`src/rtl/integration_scheduler.sv`:
```
// integration_scheduler: sample-period sequencer for an integrate-and-dump datapath.
// Optional feature: define INTEG_SCHED_OVERRUN_CNT_EN to build the saturating overrun counter.
module integration_scheduler #(
  parameter int unsigned CNT_W      = 14,
  parameter int unsigned EPOCH_W    = 8,
  parameter int unsigned PERIOD_DEF = 1000
) (
  input  logic               clk_in,
  input  logic               rst,
  input  logic               start,
  input  logic               stop,
  input  logic               sample_en,
  input  logic [CNT_W-1:0]   period_in,
  input  logic               period_wr,
  output logic               clear_acc,
  output logic               dump,
  output logic               dump_valid,
  input  logic               dump_ready,
  output logic [EPOCH_W-1:0] epoch,
  output logic               busy,
  output logic [7:0]         overrun_cnt
);

  localparam logic [CNT_W-1:0] PeriodDef = CNT_W'(PERIOD_DEF);

  typedef enum logic [0:0] {StIdle, StRun} state_e;

  state_e             r_state, w_state_next;
  logic [CNT_W-1:0]   r_cnt, r_shadow, r_active;
  logic [CNT_W-1:0]   w_period_fix, w_shadow_next;
  logic [EPOCH_W-1:0] r_epoch;
  logic               r_dump_valid;
  logic               w_first, w_last;

  assign w_first = (r_cnt == '0);
  assign w_last  = (r_cnt == r_active - CNT_W'(1));

  // A zero period would never dump; treat it as one sample per period.
  assign w_period_fix  = (period_in == '0) ? CNT_W'(1) : period_in;
  assign w_shadow_next = period_wr ? w_period_fix : r_shadow;

  always_ff @(posedge clk_in or posedge rst) begin
    if (rst) r_state <= StIdle;
    else     r_state <= w_state_next;
  end

  always_comb begin
    w_state_next = r_state;
    case (r_state)
      StIdle:  if (start && !stop) w_state_next = StRun;
      StRun:   if (stop) w_state_next = StIdle;
      default: w_state_next = StIdle;
    endcase
  end

  // Stop on the last sample abandons the period, so it also masks dump.
  always_comb begin
    busy      = (r_state == StRun);
    clear_acc = busy && sample_en && w_first;
    dump      = busy && sample_en && !stop && w_last;
  end

  always_ff @(posedge clk_in or posedge rst) begin
    if (rst) begin
      r_cnt <= '0;
    end else if (r_state != w_state_next) begin
      r_cnt <= '0;
    end else if ((r_state == StRun) && sample_en) begin
      r_cnt <= w_last ? '0 : r_cnt + CNT_W'(1);
    end
  end

  always_ff @(posedge clk_in or posedge rst) begin
    if (rst)       r_epoch <= '0;
    else if (dump) r_epoch <= r_epoch + EPOCH_W'(1);
  end

  // New periods apply at once when idle, otherwise only at a period boundary.
  always_ff @(posedge clk_in or posedge rst) begin
    if (rst) begin
      r_shadow <= PeriodDef;
      r_active <= PeriodDef;
    end else begin
      r_shadow <= w_shadow_next;
      if ((r_state == StIdle) || dump) r_active <= w_shadow_next;
    end
  end

  always_ff @(posedge clk_in or posedge rst) begin
    if (rst)             r_dump_valid <= 1'b0;
    else if (dump)       r_dump_valid <= 1'b1;
    else if (dump_ready) r_dump_valid <= 1'b0;
  end

  assign dump_valid = r_dump_valid;
  assign epoch      = r_epoch;

`ifdef INTEG_SCHED_OVERRUN_CNT_EN
  logic [7:0] r_overrun;

  always_ff @(posedge clk_in or posedge rst) begin
    if (rst) begin
      r_overrun <= 8'd0;
    end else if (dump && r_dump_valid && !dump_ready && (r_overrun != 8'hFF)) begin
      r_overrun <= r_overrun + 8'd1;
    end
  end

  assign overrun_cnt = r_overrun;
`else
  assign overrun_cnt = 8'd0;
`endif

endmodule

```
`config.mk`:
```
export PLATFORM = sky130hd
export DESIGN_NAME = integration_scheduler
export DESIGN_NICKNAME = d
export VERILOG_FILES = /design/src/rtl/integration_scheduler.sv
export SDC_FILE = /design/constraint.sdc
export NUM_CORES = 1
export LEC_CHECK = 0
export ABC_AREA = 1
export BUFFER_PORTS_ARGS = -buffer_cell sky130_fd_sc_hd__buf_2
export CAP_MARGIN = 20
export CORE_AREA = 8 8 106 108
export CTS_CLUSTER_DIAMETER = 80
export DETAILED_ROUTE_END_ITERATION = 7
export DIE_AREA = 0 0 114 116
export SYNTH_ARGS = -nofsm -noshare
export SYNTH_HDL_FRONTEND = slang
export SYNTH_SLANG_ARGS = --single-unit
```
`constraint.sdc`:
```
create_clock -name clk_in -period 3.9 [get_ports clk_in]
set_clock_uncertainty 0.2 [all_clocks]
set_input_delay 0.195 -clock clk_in [delete_from_list [all_inputs] [get_ports clk_in]]
set_output_delay 0.195 -clock clk_in [all_outputs]
set_load 0.02 [all_outputs]
```
==> impl_metrics.json <==
{
  "synth-compound-area-share_pct": 3.582,
  "finalSetupTns_ns": 0,
  "r2r_start": "r_active[0]",
  "insertion_delay_ns": 0.32,
  "placedCellCount": 586,
  "tightestPinTransition_ns": 0.8975,
  "clock.fmax_mhz": 334.2,
  "rrSetupSlack_ns": 1.31,
  "num_io_pins": 41,
  "syn_avg_cell_area_um2": 7.519,
  "crit_family": "simple AND/OR/NAND/NOR gates",
  "fp.dieW_um": 114,
  "antenna_found_initial": 0,
  "yosysSeqAreaShare_pct": 40.52,
  "outcome": "finished clean",
  "core_area_um2": 9549,
  "max_cap_violations": 0,
  "port_buffers": 32,
  "initial_utilization_pct": 34.01,
  "rsz0062_at_grt": "no",
  "grt.total_usage_pct": 12.13,
  "vias_per_cell": 4.519,
  "worstPathRequired_ns": 3.50,
  "firstDrtPassIters": 4,
  "muxShareOfSynthArea_pct": 4.507,
  "num_vias": 2770,
  "finalCriticalPeriod_ns": 2.992,
  "antennaDiodeCount": 0,
  "cts_resized": 0,
  "finalSetupViolCount": 0,
  "r2r-end": "r_active[0]",
  "power_uw": 1314,
  "ir_worst_vdd_mv": 0.1741,
  "synth.area.top_cells": "dfrtp_1 31%, nand2_1 17%, dfstp_2 9.7%",
  "cp_max_fo": 27,
  "synth-edff-count": 0,
  "syn_area_um2": 3248,
  "synth_top_family_by_area": "simple AND/OR/NAND/NOR gates",
  "gp_congestion": 0.8637,
  "rows": 36,
  "worst_hold_path.num_cells": 5,
  "synthCells": 432,
  "drt_iter0_drc": 169,
  "relSlewSlack_pct": 39.95,
  "slew_violations": 0,
  "overflow": 0,
  "crit_top_cell": "nand2_1",
  "ys_ff_latch": 52,
  "synth_top_area_share_pct": 30.82,
  "root_buffer": "clkbuf_8",
  "die_area_um2": 13220,
  "synth_flop_cell": "dfrtp_1",
  "clock_tree.buffer_depth": 2,
  "yosysTopAreaCell": "dfrtp_1",
  "wl_um": 7382,
  "timing_hold_violations_final": 0,
  "grt_pass1_vias": 2830,
  "grt_max_degree": 53,
  "cpPeakStageDelay_ns": 0.41,
  "ctsHtreeMaxLevel": 2,
  "cp-end-kind": "output port",
  "cp_cell_sequence": "inv_2 -> ha_1 -> nand3_2 -> nor2_4 -> nand2_1 -> nand2_1 -> nand2_1 -> inv_2 -> nand2_1 -> nor2_4 -> nand4_4 -> inv_2 -> buf_2",
  "yosys_warnings": 0,
  "place_hpwl_um": 5396,
  "ant_nets": 0,
  "dieHeight_um": 116,
  "wl_per_cell_um": 12.04,
  "synth.distinct_cells": 35,
  "areaGrowthSynthToFinish_pct": 16.56,
  "yosys.area_share.simple_pct": 33.98,
  "power.density_nw_per_um2": 347.1,
  "crit_type": "reg -> out",
  "clkTransAtPathRegs_ns": 0.09,
  "path_buf_inv": 4,
  "arrival_ns": 2.60,
  "cts_tree": "built",
  "slowest_stage": "dfrtp_1",
  "synth_common_cells": "144 x nand2_1, 40 x dfrtp_1, 40 x inv_1, 37 x nand3_1, 33 x nor2_1",
  "async_flop_share_pct": 100.0,
  "synth_most_common_cell": "nand2_1",
  "holdCritStartpoint": "sample_en",
  "cts_buffers": 5,
  "hold_buffers": 18,
  "startpoint_type": "flip-flop",
  "synth-adder-area-share_pct": 1.541,
  "post-cts-setup-buffers": 0,
  "drc_errors": 0,
  "hold_class": "in -> reg",
  "reg2reg_depth": 14,
  "fin_crit_sh_pct": 76.73,
  "cts_sinks": 52,
  "hold_end": "r_cnt[13]",
  "leakagePower_uw": 0.001816,
  "drive_gt1_share_pct": 18.75,
  "synth_xor_area_share_pct": 6.741,
  "stdcell_count": 613,
  "nets": 504,
  "grt_pass1_wl_um": 12980
}
-- where the power goes --
group	internal (uW)	switching [uW]
clock network	131	199
registers	599	45.6
logic	128	211
-- layout by cell type, fill, tap and decap left out --
cell / count
clkbuf_8: 5
buf_2: 32
nand2_4: 1
buf_12: 1
inv_2: 8
nand4_4: 1
nor2_1: 33
nand3_2: 1
nor2_2: 4
o21ai_1: 2
conb_1: 8
inv_6: 2
nor4_1: 5
or2_1: 1
nor3_1: 6
nand3b_1: 1
xnor2_1: 10
a21oi_1: 1
nor3_2: 1
nor2_4: 4
dfstp_2: 12
or2_2: 2
nand2_2: 1
mux2_2: 13
nand3_1: 37
xor2_1: 15
clkinvlp_4: 1
buf_4: 1
nand2_1: 144
nand4_1: 6
dfrtp_1: 40
a31oi_1: 1
o21ai_0: 19
ha_1: 4
inv_1: 39
dlygate4sd3_1: 18
-- layout make-up --
class	instances	area, um^2
tap	133	166.4
clock inverter	3	25.02
multi-input combinational	321	1665
timing repair buffer	52	367.9
fill	988	5763
clock buffer	5	68.82
inverter	47	176.4
sequential	52	1316
-- flip-flops by register name, summed over array words and instances, names as in the netlist --
register    count
r_cnt          14
r_active       14
r_shadow       14
epoch           8
dump_valid      1
busy            1
-- how the worst max path moves through the flow --
stage                 from     endpoint  slack, ns  depth (start not counted)
3_3_place_gp   r_active[0]         dump       1.33                         13
2_1_floorplan  r_active[0]  r_active[4]       1.79                         14
4_1_cts        r_active[0]         dump       0.90                         13
6_report       r_active[0]         dump       0.91                         13
3_5_place_dp   r_active[0]         dump       1.25                         13
5_1_grt        r_active[0]         dump       0.66                         11
-- cells by family after synthesis --
family,Yosys count
other,1
flip-flops,52
adder cells (fa/ha/maj),4
buffers and inverters,66
multiplexers,13
AND/OR/NAND/NOR,248
XOR/XNOR,25
AO/OA/AOI/OAI,23
-- worst reg2reg max path, cell delays in order, from the launching register on --
cell	delay (ns)
dfrtp_1	0.41
inv_2	0.08
ha_1	0.20
nand3_2	0.17
nor2_4	0.19
nand2_1	0.08
nand2_1	0.08
nand2_1	0.07
inv_2	0.04
nand2_1	0.07
nor2_4	0.11
nand4_4	0.35
nand2_4	0.31
nand2_1	0.12
nand2_1	0.08
-- metal layers --
layer	vias up	GRT usage [%]	routed length, um
met5	-	0	0
met4	0	4.614	162
met3	12	2.032	179
met2	40	21.14	3607
met1	1276	14.66	3432
li1	1442	-	-
-- through the flow --
step | worst slack [ns] | utilization (%) | area (um^2) | hold slack [ns]
6_report | 0.9075 | 39.65 | 3786 | 0.08937
5_1_grt | 0.6636 | 39.65 | 3786 | 0.1245
4_1_cts | 0.8983 | 39.44 | 3766 | 0.08210
3_5_place_dp | 1.246 | 36.57 | 3492 | 0.1883
3_3_place_gp | 1.329 | 36.57 | 3492 | 0.1904
2_1_floorplan | 1.791 | - | 3274 | 0.1023
No activity file was read; power rests on OpenSTA's default activity.
